### src/rtl/boson_pkg.sv
`default_nettype none
// ----------------------------------------------------------------------------
// boson_pkg : shared types for the Boson CMOS video capture block.
// Rev 1.0
// ----------------------------------------------------------------------------
package boson_pkg;

    localparam int PIX_W = 16;
    localparam int CNT_W = 10;

    typedef enum logic [1:0] {
        IDLE   = 2'd0,
        ARM    = 2'd1,
        ACTIVE = 2'd2,
        DROP   = 2'd3
    } state_t;

    typedef struct packed {
        logic             sof;
        logic             eol;
        logic [PIX_W-1:0] data;
    } fifo_word_t;

    typedef struct packed {
        logic             clk;
        logic             vsync;
        logic             hsync;
        logic             valid;
        logic [PIX_W-1:0] dq;
    } cam_bus_t;

    function automatic logic [CNT_W-1:0] sat_inc(input logic [CNT_W-1:0] v);
        return (&v) ? v : v + 1'b1;
    endfunction

endpackage
`default_nettype wire

### src/rtl/boson_cap_fifo.sv
`default_nettype none
// ----------------------------------------------------------------------------
// boson_cap_fifo : synchronous first-word-fall-through FIFO, 2**AW words.
// Rev 1.0
// ----------------------------------------------------------------------------
module boson_cap_fifo
    import boson_pkg::*;
#(
    parameter int AW = 5
) (
    input  logic       clk,
    input  logic       reset_n,
    input  logic       wr_en,
    input  fifo_word_t wr_word,
    input  logic       rd_en,
    output fifo_word_t rd_word,
    output logic       full,
    output logic       empty
);

    localparam int DEPTH = 2 ** AW;

    fifo_word_t      mem [DEPTH];
    logic [AW:0]     wr_ptr_q, wr_ptr_d;
    logic [AW:0]     rd_ptr_q, rd_ptr_d;
    logic            do_wr, do_rd;

    // A read in the same cycle frees a slot, so a write to a full FIFO may proceed.
    always_comb begin
        empty    = (wr_ptr_q == rd_ptr_q);
        full     = (wr_ptr_q[AW-1:0] == rd_ptr_q[AW-1:0]) && (wr_ptr_q[AW] != rd_ptr_q[AW]);
        do_rd    = rd_en && !empty;
        do_wr    = wr_en && (!full || do_rd);
        wr_ptr_d = wr_ptr_q + {{AW{1'b0}}, do_wr};
        rd_ptr_d = rd_ptr_q + {{AW{1'b0}}, do_rd};
    end

    always_ff @(posedge clk or negedge reset_n) begin
        if (!reset_n) begin
            wr_ptr_q <= '0;
            rd_ptr_q <= '0;
        end else begin
            wr_ptr_q <= wr_ptr_d;
            rd_ptr_q <= rd_ptr_d;
        end
    end

    always_ff @(posedge clk) begin
        if (do_wr) begin
            mem[wr_ptr_q[AW-1:0]] <= wr_word;
        end
    end

    assign rd_word = empty ? '0 : mem[rd_ptr_q[AW-1:0]];

endmodule
`default_nettype wire

### src/rtl/boson_video_capture.sv
`default_nettype none
// ----------------------------------------------------------------------------
// boson_video_capture : oversamples the Boson CMOS bus, frames pixels with
// sof/eol markers and buffers them. Optional: BOSON_TESTPATTERN_EN. Rev 1.0
// ----------------------------------------------------------------------------
module boson_video_capture
    import boson_pkg::*;
#(
    parameter int H_ACTIVE = 320,
    parameter int V_ACTIVE = 256,
    parameter int FIFO_AW  = 5
) (
    input  logic             clk,
    input  logic             reset_n,
    input  logic             enable,
`ifdef BOSON_TESTPATTERN_EN
    input  logic             test_en,
`endif
    input  logic             cmos_clk,
    input  logic             cmos_vsync,
    input  logic             cmos_hsync,
    input  logic             cmos_valid,
    input  logic [PIX_W-1:0] cmos_dq,
    output logic [PIX_W-1:0] out_data,
    output logic             out_sof,
    output logic             out_eol,
    output logic             out_valid,
    input  logic             out_ready,
    output logic             frame_done,
    output logic             line_err,
    output logic             frame_err,
    output logic             overflow,
    input  logic             err_clr
);

    localparam logic [CNT_W-1:0] H_CNT  = CNT_W'(H_ACTIVE);
    localparam logic [CNT_W-1:0] H_LAST = CNT_W'(H_ACTIVE - 1);
    localparam logic [CNT_W-1:0] V_CNT  = CNT_W'(V_ACTIVE);

    cam_bus_t         sync1_q, sync1_d, sync2_q, sync2_d, align_q, align_d;
    logic             clk_prev_q, clk_prev_d;
    state_t           state_q, state_d;
    logic [CNT_W-1:0] pix_cnt_q, pix_cnt_d, line_cnt_q, line_cnt_d;
    logic             sof_pend_q, sof_pend_d;
    logic             vsync_prev_q, vsync_prev_d, valid_prev_q, valid_prev_d;
    logic             frame_done_q, frame_done_d;
    logic             line_err_q, line_err_d, frame_err_q, frame_err_d, overflow_q, overflow_d;
    logic             strobe, vsync_rise, vsync_fall, line_end;
    logic             wr_req, wr_ok, line_err_set, frame_err_set, overflow_set;
    logic             fifo_full, fifo_empty;
    logic [PIX_W-1:0] pix_data;
    fifo_word_t       wr_word, rd_word;

    // Whole bus travels through the same depth so the strobe lines up with its data.
    always_comb begin
        sync1_d    = {cmos_clk, cmos_vsync, cmos_hsync, cmos_valid, cmos_dq};
        sync2_d    = sync1_q;
        align_d    = sync2_q;
        clk_prev_d = align_q.clk;
        strobe     = align_q.clk & ~clk_prev_q;
        vsync_rise = align_q.vsync & ~vsync_prev_q;
        vsync_fall = ~align_q.vsync & vsync_prev_q;
        line_end   = ~align_q.valid & valid_prev_q;
        wr_ok      = !fifo_full || (out_ready && !fifo_empty);
`ifdef BOSON_TESTPATTERN_EN
        pix_data   = test_en ? {line_cnt_q[7:0], pix_cnt_q[7:0]} : align_q.dq;
`else
        pix_data   = align_q.dq;
`endif
    end

    always_comb begin
        state_d       = state_q;
        pix_cnt_d     = pix_cnt_q;
        line_cnt_d    = line_cnt_q;
        sof_pend_d    = sof_pend_q;
        vsync_prev_d  = vsync_prev_q;
        valid_prev_d  = valid_prev_q;
        frame_done_d  = 1'b0;
        line_err_set  = 1'b0;
        frame_err_set = 1'b0;
        wr_req        = 1'b0;
        wr_word       = '{sof: sof_pend_q, eol: (pix_cnt_q == H_LAST), data: pix_data};
        if (strobe) begin
            vsync_prev_d = align_q.vsync;
            valid_prev_d = align_q.valid;
            case (state_q)
                IDLE: if (enable && !align_q.vsync) state_d = ARM;
                ARM: begin
                    if (vsync_rise) begin
                        state_d    = ACTIVE;
                        line_cnt_d = '0;
                        pix_cnt_d  = '0;
                        sof_pend_d = 1'b1;
                    end
                end
                ACTIVE: begin
                    if (vsync_fall) begin
                        frame_err_set = (line_cnt_q != V_CNT);
                        frame_done_d  = 1'b1;
                        state_d       = enable ? ARM : IDLE;
                    end else if (align_q.valid) begin
                        if (pix_cnt_q < H_CNT) begin
                            wr_req     = 1'b1;
                            sof_pend_d = 1'b0;
                        end else begin
                            line_err_set = 1'b1;
                        end
                        pix_cnt_d = sat_inc(pix_cnt_q);
                    end else if (line_end) begin
                        line_err_set = (pix_cnt_q != H_CNT);
                        line_cnt_d   = sat_inc(line_cnt_q);
                        pix_cnt_d    = '0;
                    end else if (!align_q.hsync) begin
                        pix_cnt_d = '0;
                    end
                end
                DROP: if (vsync_fall) state_d = enable ? ARM : IDLE;
                default: state_d = IDLE;
            endcase
        end
        // A lost pixel abandons the rest of the frame rather than emit a gapped one.
        overflow_set = wr_req && !wr_ok;
        if (overflow_set) state_d = DROP;
        line_err_d  = line_err_set  | (line_err_q  & ~err_clr);
        frame_err_d = frame_err_set | (frame_err_q & ~err_clr);
        overflow_d  = overflow_set  | (overflow_q  & ~err_clr);
    end

    always_ff @(posedge clk or negedge reset_n) begin
        if (!reset_n) begin
            sync1_q      <= '0;
            sync2_q      <= '0;
            align_q      <= '0;
            clk_prev_q   <= 1'b0;
            state_q      <= IDLE;
            pix_cnt_q    <= '0;
            line_cnt_q   <= '0;
            sof_pend_q   <= 1'b0;
            vsync_prev_q <= 1'b0;
            valid_prev_q <= 1'b0;
            frame_done_q <= 1'b0;
            line_err_q   <= 1'b0;
            frame_err_q  <= 1'b0;
            overflow_q   <= 1'b0;
        end else begin
            sync1_q      <= sync1_d;
            sync2_q      <= sync2_d;
            align_q      <= align_d;
            clk_prev_q   <= clk_prev_d;
            state_q      <= state_d;
            pix_cnt_q    <= pix_cnt_d;
            line_cnt_q   <= line_cnt_d;
            sof_pend_q   <= sof_pend_d;
            vsync_prev_q <= vsync_prev_d;
            valid_prev_q <= valid_prev_d;
            frame_done_q <= frame_done_d;
            line_err_q   <= line_err_d;
            frame_err_q  <= frame_err_d;
            overflow_q   <= overflow_d;
        end
    end

    boson_cap_fifo #(
        .AW (FIFO_AW)
    ) u_fifo (
        .clk     (clk),
        .reset_n (reset_n),
        .wr_en   (wr_req && wr_ok),
        .wr_word (wr_word),
        .rd_en   (out_ready),
        .rd_word (rd_word),
        .full    (fifo_full),
        .empty   (fifo_empty)
    );

    assign out_data   = rd_word.data;
    assign out_sof    = rd_word.sof;
    assign out_eol    = rd_word.eol;
    assign out_valid  = ~fifo_empty;
    assign frame_done = frame_done_q;
    assign line_err   = line_err_q;
    assign frame_err  = frame_err_q;
    assign overflow   = overflow_q;

endmodule
`default_nettype wire

### config.mk
export PLATFORM = sky130hd
export DESIGN_NAME = boson_video_capture
export DESIGN_NICKNAME = d
export VERILOG_FILES = /design/src/rtl/boson_pkg.sv /design/src/rtl/boson_cap_fifo.sv /design/src/rtl/boson_video_capture.sv
export SDC_FILE = /design/constraint.sdc
export NUM_CORES = 1
export LEC_CHECK = 0
export ABC_CLOCK_PERIOD_IN_PS = 6200
export BUFFER_PORTS_ARGS = -buffer_cell sky130_fd_sc_hd__buf_4
export CORE_ASPECT_RATIO = 1.5
export CORE_MARGIN = 5
export CORE_UTILIZATION = 62
export CTS_BUF_LIST = sky130_fd_sc_hd__clkbuf_4 sky130_fd_sc_hd__clkbuf_8 sky130_fd_sc_hd__clkbuf_16
export CTS_CLUSTER_DIAMETER = 200
export DETAILED_ROUTE_END_ITERATION = 10
export PLACE_DENSITY = 0.9
export REMOVE_ABC_BUFFERS = 1
export SLEW_MARGIN = 20
export SYNTH_ARGS = -nofsm -noshare
export SYNTH_HDL_FRONTEND = slang
export SYNTH_HIERARCHICAL = 1
export SYNTH_SLANG_ARGS = --single-unit
export TNS_END_PERCENT = 5
### constraint.sdc
create_clock -name clk -period 6.2 [get_ports clk]
set_input_delay 0.62 -clock clk [delete_from_list [all_inputs] [get_ports clk]]
set_output_delay 0.62 -clock clk [all_outputs]
set_load 0.05 [all_outputs]
* Word level (Yosys, flattened, before mapping)
Memory sizes are Yosys's and may differ from the RTL's.
Index checks and enable logic that the tools add are counted.
** Word-level totals
- Register bits after elaboration :: 102
- Bits in writable memories :: 576
- Input bits :: 25
- Logic and storage cells :: 136
- Output and inout port bits :: 23
- Memories kept :: 1
** Memory list
- u_fifo.mem :: words 32, width 18, read ports 1, clocked after Yosys merged registers in 0, write ports 1, line boson_cap_fifo.sv:23 : fifo_word_t mem [DEPTH];
** Operators by class
- Bitwise gates (word level) :: 16
- Reduce and logical (&&, ||, !) cells :: 21
- $add $sub $neg :: 4
- $lt $le $gt $ge :: 1
- Eq/ne operators :: 21
- Mux-type cells :: 44
** Operator list (number)
- $mux W10 :: 10
- $pmux W10 S2 :: 2
- $mux W1 :: 24
- $add A10 B1 Y10 const B :: 2
- $ne A10 B9 Y1 const B :: 2
- $reduce_and A10 Y1 :: 2
- $mux W18 :: 1
- $ne A2 B2 Y1 const B :: 7
- $add A6 B1 Y6 :: 2
- $reduce_and A6 Y1 :: 2
- $eq A10 B9 Y1 const B :: 1
- $lt A10 B9 Y1 const B :: 1
- $mux W2 :: 5
- $ne A3 B3 Y1 const B :: 3
- $and A1 B1 Y1 :: 7
- $reduce_and A7 Y1 :: 1
- $eq A6 B6 Y1 :: 1
- $logic_and A1 B1 Y1 :: 6
- $not A1 Y1 :: 6
- $pmux W2 S3 :: 1
- $eq A5 B5 Y1 :: 1
- $eq A2 B2 Y1 const B :: 2
- $logic_not A1 Y1 :: 4
- $ne A4 B4 Y1 const B :: 1
- 10 further kinds :: 13

* Depth between registers and ports, before layout
Gate-level depths: netlist of the first run.
- Depth after elaboration :: 10
- Mapped depth :: 16
- Depth with buffers taken out :: 12

* Modules after synthesis
Netlist of the first run, hierarchy kept.
** Modules (own cells, without submodules)
- boson_cap_fifo :: area each 22673.0 um^2, cells an instance 1052, times used 1, seq. area each 17596.9 um^2
- boson_video_capture :: area each 3226.8 um^2, cells an instance 261, times used 1, seq. area each 2252.2 um^2

* Least setup slack after synthesis of the first run
OpenSTA, ideal clock, no wires.
- Path type :: register to register
- Start point :: register u_fifo.rd_ptr_q[0]
- End point :: memory u_fifo/mem[29][0] (netlist bit), enable pin
- Path buffers :: 4
- Setup time :: 0.439 ns
- Period minus slack after synthesis :: 4.397 ns
- Path slack :: 1.803 ns
- Arrival :: 3.958 ns
- Required time :: 5.761 ns
- Stages on the path, launching flop included :: 13
- Path through :: dfrtp_1 -> buf_6 -> buf_4 -> xor2_1 -> nor2_1 -> and3_1 -> clkbuf_1 -> o21ai_0 -> nor3b_1 -> inv_1 -> a41o_1 -> buf_2 -> nor4_1
** On the way
- Cells in the longest elaborated chain, start to end :: 8
- Elaborated cells between the ends (all ways) :: 11
- Classes of those cells :: eq/ne: 2; mux: 2; reduce/logical: 7
** RTL lines
- start, declared :: line boson_cap_fifo.sv:25 : logic [AW:0] rd_ptr_q, rd_ptr_d;
- start signal, assigned :: line boson_cap_fifo.sv:44 : rd_ptr_q <= rd_ptr_d;
- $eq A6 B6 Y1 * :: line boson_cap_fifo.sv:30 : empty = (wr_ptr_q == rd_ptr_q);
- via fifo_empty :: line boson_video_capture.sv:50 : logic fifo_full, fifo_empty;
- $logic_not A1 Y1 * :: line boson_cap_fifo.sv:32, boson_video_capture.sv:64
- $logic_and A1 B1 Y1 * :: line boson_cap_fifo.sv:32, boson_video_capture.sv:64
- $logic_or A1 B1 Y1 * :: line boson_cap_fifo.sv:33, boson_video_capture.sv:64
- $logic_and A1 B1 Y1 :: line boson_video_capture.sv:169 : .wr_en (wr_req && wr_ok),
- $logic_and A1 B1 Y1 * :: line boson_cap_fifo.sv:33 : do_wr = wr_en && (!full || do_rd);
- $mux W1 * :: line boson_cap_fifo.sv:49 : if (do_wr) begin
- $mux W1 (not written as such) * :: line boson_cap_fifo.sv:50 : mem[wr_ptr_q[AW-1:0]] <= wr_word;
- end, declared :: line boson_cap_fifo.sv:23
Mark *: on every way through the listed nets, which the timed path passes. The rest lies on a longest branch.

* Worst setup path after layout of the first run
- Start point :: register u_fifo.rd_ptr_q[0]
- End point :: output out_data[5]
** On the way
- Cells in the longest elaborated chain, start to end :: 2
- Elaborated cells between the ends (all ways) :: 3
- Classes of those cells :: eq/ne: 1; mux: 1; memory: 1
** RTL lines
- $mem_v2 Z32 W18 or $eq A6 B6 Y1 (tied branches)
- $mux W18 * :: line boson_cap_fifo.sv:54 : assign rd_word = empty ? '0 : mem[rd_ptr_q[AW-1:0]];
- end, declared :: line boson_video_capture.sv:24 : output logic [PIX_W-1:0] out_data,
Mark *: on every way between the ends. The rest lies on a longest branch, timed or not.

==> key figures, run 1 <==
Clock tree
  – Clock latency at the later pin of the worst-skew pair: just over 0.6 ns
  – Clock sinks: just under 700
  – PostCTS Resize Cnt: 0
  – TritonCTS clock tree: built
  – CTS hold repair buffers: 1
  – Postcts setup bufs: 0
  – Cts bufs inserted: 56
  – Root Driver: clkbuf_16
  – H-tree Lvls: 2
  – Clock-pin slew on the worst setup and hold paths: ~0.07 ns
  – Max Buffers Root-to-Sink: 3

Worst setup path
  – Crit Path Category: reg2out
  – CP startpoint kind: flop
  – Worst Path Required: 5.58 ns
  – Critical Path AT: 4.12 ns
  – CP Capture Type: output pin
  – Worst Path Max Fanout: 38

Place
  – Detailed placement HPWL: roughly 34 mm
  – Number of port buffers: 47
  – Cells after DPL: 1,891
  – RD Place Congestion: a little under 0.9

STA
  – Slew @ Worst Pin: 1.26 ns
  – Setup_tns: 0 ns
  – Endpoints failing setup: 0
  – Pins over their slew limit: 0
  – Final period util: 0.765
  – Final Critical Period: between 4 and 5 ns
  – Fmax: 0.211 GHz
  – WHS: between 0.1 and 0.15 ns
  – Layout Skew: 0.0518 ns
  – Slew Limit Headroom: 0.141
  – RSZ-0062 raised after global routing: false
  – Final-report hold violation count: 0

Final layout
  – ANT cells: 0
  – Layout cells sized above 1: 0.257
  – Multi-input logic area: 0.00579 mm^2
  – Final nets: about 1.4k
  – Finished Layout Cells: 1,995
  – Register area: between 0.015 and 0.02 mm^2
  – Fillers: 2,285
  – Area Growth Syn to Fin: 12.5%
  – Finished Core Util: 0.707

Synthesis
  – Yosys warns: 6
  – Post-synthesis cell count: 1,313
  – Async SR Flop Fraction: 0.150
  – Cell taking the most area after synthesis: edfxtp_1
  – Synthesized area per cell: 19.7 um^2
  – Mapped cell area: between 0.02 and 0.03 mm^2
  – Register area share after synthesis: 0.766
  – Post-synthesis register bit count: 678
  – Yosys cell types: slightly below 60
  – Share of the synthesized area in the top cell type: 0.668
  – Most used DFF post-synth: edfxtp_1
  – EDFF count, synth: 576
  – Synth top area cells: edfxtp_1 67%, dfrtp_1 9.9%, mux4_2 9.4%

Global routing
  – Initial antenna violation count: 1
  – Largest net degree at the start of global routing: 69
  – Vias in the first global route: about 14k
  – Total GRT Usage: 0.283
  – GRT Residual Overflow: 0
  – First-pass GRT wire length: 95.2 mm

Floorplan
  – Initial core utilization: 0.628
  – # IOs: between 40 and 50
  – Die width: between 150 and 200 um
  – Core area: 0.0412 mm^2
  – DIE AREA: 0.0460 mm^2
  – Row count: between 90 and 100
  – Die H: 260 um

Pwr
  – Leak Pwr: approximately 9.8 nW
  – Power per cell area: about 440 mW/mm^2
  – Tot Pwr: 12.7 mW
  – Peak supply drop: 0.275 mV

Drt
  – Residual DRC: 0
  – First-pass detailed-route iteration total: 5
  – Via count: 14.0k
  – Wirelength, routed: 63.9 mm
  – Routed Antenna Nets: 0
  – Wire length per cell: approximately 32 um
  – Starting DRT DRC Count: around 2.2k
  – Vias per inst: 7.02

Job
  – MaxCap Viol Count: 0

Worst hold path
  – Worst hold path class: in2reg

Status
  – Status: finished clean
-- kinds of logic (layout without fill, tap and decap cells) --
| kind of cell | count (synthesis) | after routing | synth area share |
|---|---|---|---|
| AOI/OAI and AO/OA | 161 | 161 | 0.0479 |
| xor gates and xnor gates | 15 | 15 | 0.00507 |
| adders and majority gates | 8 | 8 | 0.00386 |
| buffers and inverters | 98 | 222 | 0.0185 |
| DFF | 678 | 678 | 0.766 |
| muxes | 182 | 182 | 0.123 |
| and+or+nand+nor | 171 | 171 | 0.0357 |
-- synthesized netlist by cell type (all sizes together), types with 2 or more instances --
| cell | count |
|---|---|
| a2111oi | 18 |
| a211oi | 18 |
| a21o | 2 |
| a21oi | 8 |
| a22o | 37 |
| a31oi | 8 |
| and3 | 6 |
| and4 | 3 |
| buf | 43 |
| clkbuf | 39 |
| dfrtp | 102 |
| edfxtp | 576 |
| ha | 8 |
| inv | 16 |
| mux2 | 2 |
| mux2i | 72 |
| mux4 | 108 |
| nand2 | 31 |
| nand2b | 9 |
| nand3 | 19 |
| nand3b | 4 |
| nand4 | 5 |
| nor2 | 19 |
| nor2b | 5 |
| nor3 | 23 |
| nor4 | 34 |
| o21a | 3 |
| o21ai | 19 |
| o221ai | 17 |
| o22ai | 18 |
| o31ai | 2 |
| o41ai | 4 |
| or2 | 4 |
| or4 | 2 |
| xnor2 | 5 |
| xor2 | 10 |
-- routing by layer --
metal | vias to the layer above | GRT usage | routed length, um
met3 | 269 | 0.0491 | 6780
li1 | 5538 | - | -
met1 | 6998 | 0.368 | 21000
met4 | 2 | 0.123 | 3760
met5 | - | 0 | 21
met2 | 1194 | 0.477 | 32400
-- final timing paths --
path	startpoint	end	slack, ns	cells after the start
worst min-delay path	cmos_clk	sync1_q[19]	0.11	1
min in group asynchronous	reset_n	sync1_q[7]	0.50	2
worst max-delay path	u_fifo/rd_ptr_q[0]	out_data[5]	1.46	6
worst min register to register	align_d[19]	clk_prev_d	0.35	0
max in group asynchronous	reset_n	u_fifo/rd_ptr_q[2]	4.35	3
worst max register to register	u_fifo/rd_ptr_q[2]	u_fifo/wr_ptr_q[5]	1.63	13
-- where the power goes --
group          total (mW)  switching [mW]  internal (mW)
registers            5.42           0.375           5.05
clock network        3.67            1.60           2.07
logic                3.64            2.26           1.38
-- area by class of cell --
type | count | share of cell area
Sequential cell | 678 | 0.682
Multi-Input combinational cell | 537 | 0.199
Clock buffer | 69 | 0.0516
Timing Repair Buffer | 103 | 0.0275
Tap cell | 558 | 0.0240
Clock inverter | 34 | 0.0143
Inverter | 16 | 0.00206
-- layout by cell type, fill, tap and decap left out, types with 4 or more instances in the layout --
cell / synthesis / final
edfxtp_1: 576 / 576
mux4_2: 108 / 108
buf_4: 12 / 100
dfrtp_1: 102 / 83
mux2i_1: 72 / 72
clkbuf_16: 0 / 56
a22o_1: 37 / 37
nor4_2: 0 / 33
nand2_1: 31 / 31
nor3_1: 23 / 23
o21ai_0: 19 / 19
nand3_1: 19 / 19
nor2_1: 19 / 18
o22ai_1: 18 / 18
a211oi_1: 18 / 18
dfrtp_2: 0 / 17
o221ai_1: 17 / 17
inv_1: 16 / 16
clkbuf_4: 0 / 12
a2111oi_0: 12 / 11
clkinv_2: 0 / 10
xor2_1: 10 / 10
nand2b_1: 9 / 9
clkinv_1: 0 / 9
a31oi_1: 8 / 8
ha_1: 8 / 8
bufinv_16: 0 / 8
a21oi_1: 7 / 7
and3_1: 6 / 6
nand4_1: 5 / 5
xnor2_1: 5 / 5
nand3b_1: 4 / 4
o41ai_1: 4 / 4
a2111oi_1: 3 / 4
-- state kept, by name (all words and copies together), names as in the netlist, 2 cells and up --
| signal | flops |
|---|---|
| pix_data | 16 |
| u_fifo/mem | 576 |
| sync1_q | 20 |
| state_q | 2 |
| u_fifo/rd_ptr_q | 6 |
| u_fifo/wr_ptr_q | 6 |
| pix_cnt_q | 10 |
| align_d | 20 |
| align_q | 3 |
| line_cnt_q | 10 |
-- critical path, cell delays in order, from the launching register on --
cell and delay, ns:
dfrtp_4 0.89, buf_4 0.70, mux4_2 0.60, a22o_1 0.26
a211oi_1 0.59, nor3_1 0.20, buf_4 0.26
-- metrics by stage --
step	setup WS, ns	cell area, um^2
final	1.46	29100
after global routing	1.21	29100
after CTS	1.42	29100
after detailed placement	2.12	27200
after global placement	2.23	27200
after floorplan	-3.88	25500
(Power assumes the default switching activity.)
==> run 2, diff against run 1 <==
--- a/config.mk
+++ b/config.mk
@@ -5,15 +5,15 @@
 export SDC_FILE = /design/constraint.sdc
 export NUM_CORES = 1
 export LEC_CHECK = 0
-export ABC_CLOCK_PERIOD_IN_PS = 6200
+export ABC_CLOCK_PERIOD_IN_PS = 4300
 export BUFFER_PORTS_ARGS = -buffer_cell sky130_fd_sc_hd__buf_4
 export CORE_ASPECT_RATIO = 1.5
 export CORE_MARGIN = 5
-export CORE_UTILIZATION = 62
+export CORE_UTILIZATION = 56
 export CTS_BUF_LIST = sky130_fd_sc_hd__clkbuf_4 sky130_fd_sc_hd__clkbuf_8 sky130_fd_sc_hd__clkbuf_16
 export CTS_CLUSTER_DIAMETER = 200
 export DETAILED_ROUTE_END_ITERATION = 10
-export PLACE_DENSITY = 0.9
+export PLACE_DENSITY = 0.86
 export REMOVE_ABC_BUFFERS = 1
 export SLEW_MARGIN = 20
 export SYNTH_ARGS = -nofsm -noshare
==> constraint.sdc (replaced) <==
create_clock -name clk -period 4.3 [get_ports clk]
set_input_delay 0.43 -clock clk [delete_from_list [all_inputs] [get_ports clk]]
set_output_delay 0.43 -clock clk [all_outputs]
set_load 0.05 [all_outputs]
==> key figures, run 2 (synthesis gave the netlist of run 1 again) <==
Floorplan
  – Die H: 273 um
  – Die width: 186 um
  – Row count: 96
  – DIE AREA: between 0.05 and 0.06 mm^2
  – # IOs: 48
  – Core area: ~0.046 mm^2
  – Initial core utilization: 0.566

Worst setup path
  – Slowest stage delay, CP: 0.57 ns
  – CP most frequent cell: buf_4
  – CP top delay family: buffers and inverters
  – Critical Path AT: 3.37 ns
  – Worst Path Max Fanout: between 40 and 50
  – CP Capture Type: output pin
  – CP cell instances: buf_4, mux4_2, a22o_1, a2111oi_2, nor3_1, buf_4
  – Worst Path Required: 3.87 ns
  – Crit Path Category: reg2out
  – Worst setup path start: u_fifo/rd_ptr_q[2]
  – CP startpoint kind: flop
  – Buf/Inv on CP: 2
  – CP max-delay cell: buf_4
  – FF-to-FF Start: clk_prev_d

Worst hold path
  – Min-delay src: err_clr
  – Worst hold path class: in2reg

STA
  – Fmax: 0.263 GHz
  – Endpoints failing setup: 0
  – Final period util: 0.884
  – Slew @ Worst Pin: 1.09 ns
  – Slew Limit Headroom: 0.276
  – Layout Skew: 0.0411 ns
  – Worst Slack Setup Final: 0.498 ns
  – Final-report hold violation count: 0
  – RSZ-0062 raised after global routing: false
  – Setup_tns: 0 ns
  – Pins over their slew limit: 0
  – Final Critical Period: roughly 3.8 ns

Global routing
  – Vias in the first global route: 14.0k
  – Largest net degree at the start of global routing: 75
  – Initial antenna violation count: 1
  – Total GRT Usage: 0.229
  – First-pass GRT wire length: 86.2 mm
  – GRT Residual Overflow: 0

Drt
  – Via count: roughly 13k
  – Starting DRT DRC Count: 1,366
  – Wire length per cell: 27.8 um
  – Residual DRC: 0
  – Wirelength, routed: 57.1 mm
  – Vias per inst: 6.50
  – Routed Antenna Nets: 0
  – First-pass detailed-route iteration total: 5

Clock tree
  – PostCTS Resize Cnt: 0
  – CTS hold repair buffers: 20
  – Root Driver: clkbuf_16
  – Clock sinks: around 680
  – Clock-pin slew on the worst setup and hold paths: 0.07 ns
  – Cts bufs inserted: 57
  – Max Buffers Root-to-Sink: 3
  – Postcts setup bufs: 0
  – Clock latency at the later pin of the worst-skew pair: 0.62 ns
  – H-tree Lvls: 2
  – TritonCTS clock tree: built

Place
  – Number of port buffers: 47
  – Detailed placement HPWL: about 34 mm
  – Cells after DPL: just under 2k
  – Worst slack, placed: 1.02 ns
  – RD Place Congestion: 0.844

Pwr
  – Switching Share: 0.324
  – Clk pwr share: 0.289
  – Part of the power in registers: 0.415
  – Leak Pwr: a little under 10 nW
  – Peak supply drop: 0.445 mV
  – Power per cell area: 616 mW/mm^2
  – Combinational Power Share: 0.296
  – Pint: 12.3 mW
  – Psw: 5.88 mW

Final layout
  – Fillers: 2,817
  – Max FFs per register: 576
  – Layout cells sized above 1: 0.255
  – Finished Core Util: 0.644
  – Most frequent cells in the layout: 576 x edfxtp_1, 108 x mux4_2, 103 x buf_4
  – Area Growth Syn to Fin: 13.8%
  – Final nets: approximately 1.5k
  – ANT cells: 0
  – Commonest non-fill, non-tap cell in the layout: edfxtp_1
  – Finished Layout Cells: 2,056

Job
  – MaxCap Viol Count: 0

Status
  – Status: finished clean
==> run 2: changes by cell type in the layout (fill, tap and decap cells not counted), moves of 3 or more <==
cell,before,now
clkbuf_4,12,8
clkinvlp_4,1,6
dfrtp_1,83,88
buf_4,100,103
dlygate4sd3_1,1,21
dfrtp_2,17,12
buf_12,2,5
==> run 2: metrics by stage <==
| stage | hold WS, ns | instance area, um^2 | power [mW] |
|---|---|---|---|
| 2_1_floorplan | 0.134 | 25500 | 11.1 |
| 3_3_place_gp | 0.331 | 27300 | 12.9 |
| 3_5_place_dp | 0.335 | 27300 | 13.0 |
| 4_1_cts | 0.0130 | 29500 | 18.2 |
| 5_1_grt | 0.0455 | 29500 | 18.8 |
| 6_report | 0.0552 | 29500 | 18.2 |
==> run 2: area by class of cell <==
cell class / count / area (um^2) / area share
flip-flops and latches: 678 / 19900 / 0.674
multi-input cells: 537 / 5790 / 0.196
clock buffers: 69 / 1550 / 0.0527
repair buffers: 130 / 1090 / 0.0371
well taps: 588 / 736 / 0.0250
clock inverters: 38 / 377 / 0.0128
inverters: 16 / 60.1 / 0.00204
==> run 2: path summary, 6_finish.rpt <==
kind / end / slack, ns / cells past startpoint
max: out_data[13] / 0.50 / 6
min: line_err / 0.06 / 2
max reg2reg: u_fifo/mem[19][8] / 0.96 / 8
min reg2reg: pix_data[1] / 0.35 / 0
max in group asynchronous: pix_data[14] / 2.95 / 3
min in group asynchronous: sync1_q[5] / 0.43 / 2
==> run 2: power groups by stage <==
stage	combinational (mW)	sequential, mW	clock (mW)
2_1_floorplan	3.09	7.98	0
3_3_place_gp	5.20	7.65	0
3_5_place_dp	5.31	7.67	0
4_1_cts	5.37	7.54	5.31
5_1_grt	5.65	7.55	5.61
6_report	5.37	7.53	5.25
==> run 2: per-layer routing <==
layer	up-vias	GRT usage	part of all wire	wire length, um
li1	5604	-	-	-
met3	180	0.0405	0.078	4450
met1	6804	0.280	0.34	19600
met5	-	0	0	0
met2	770	0.395	0.53	30000
met4	0	0.107	0.053	3040
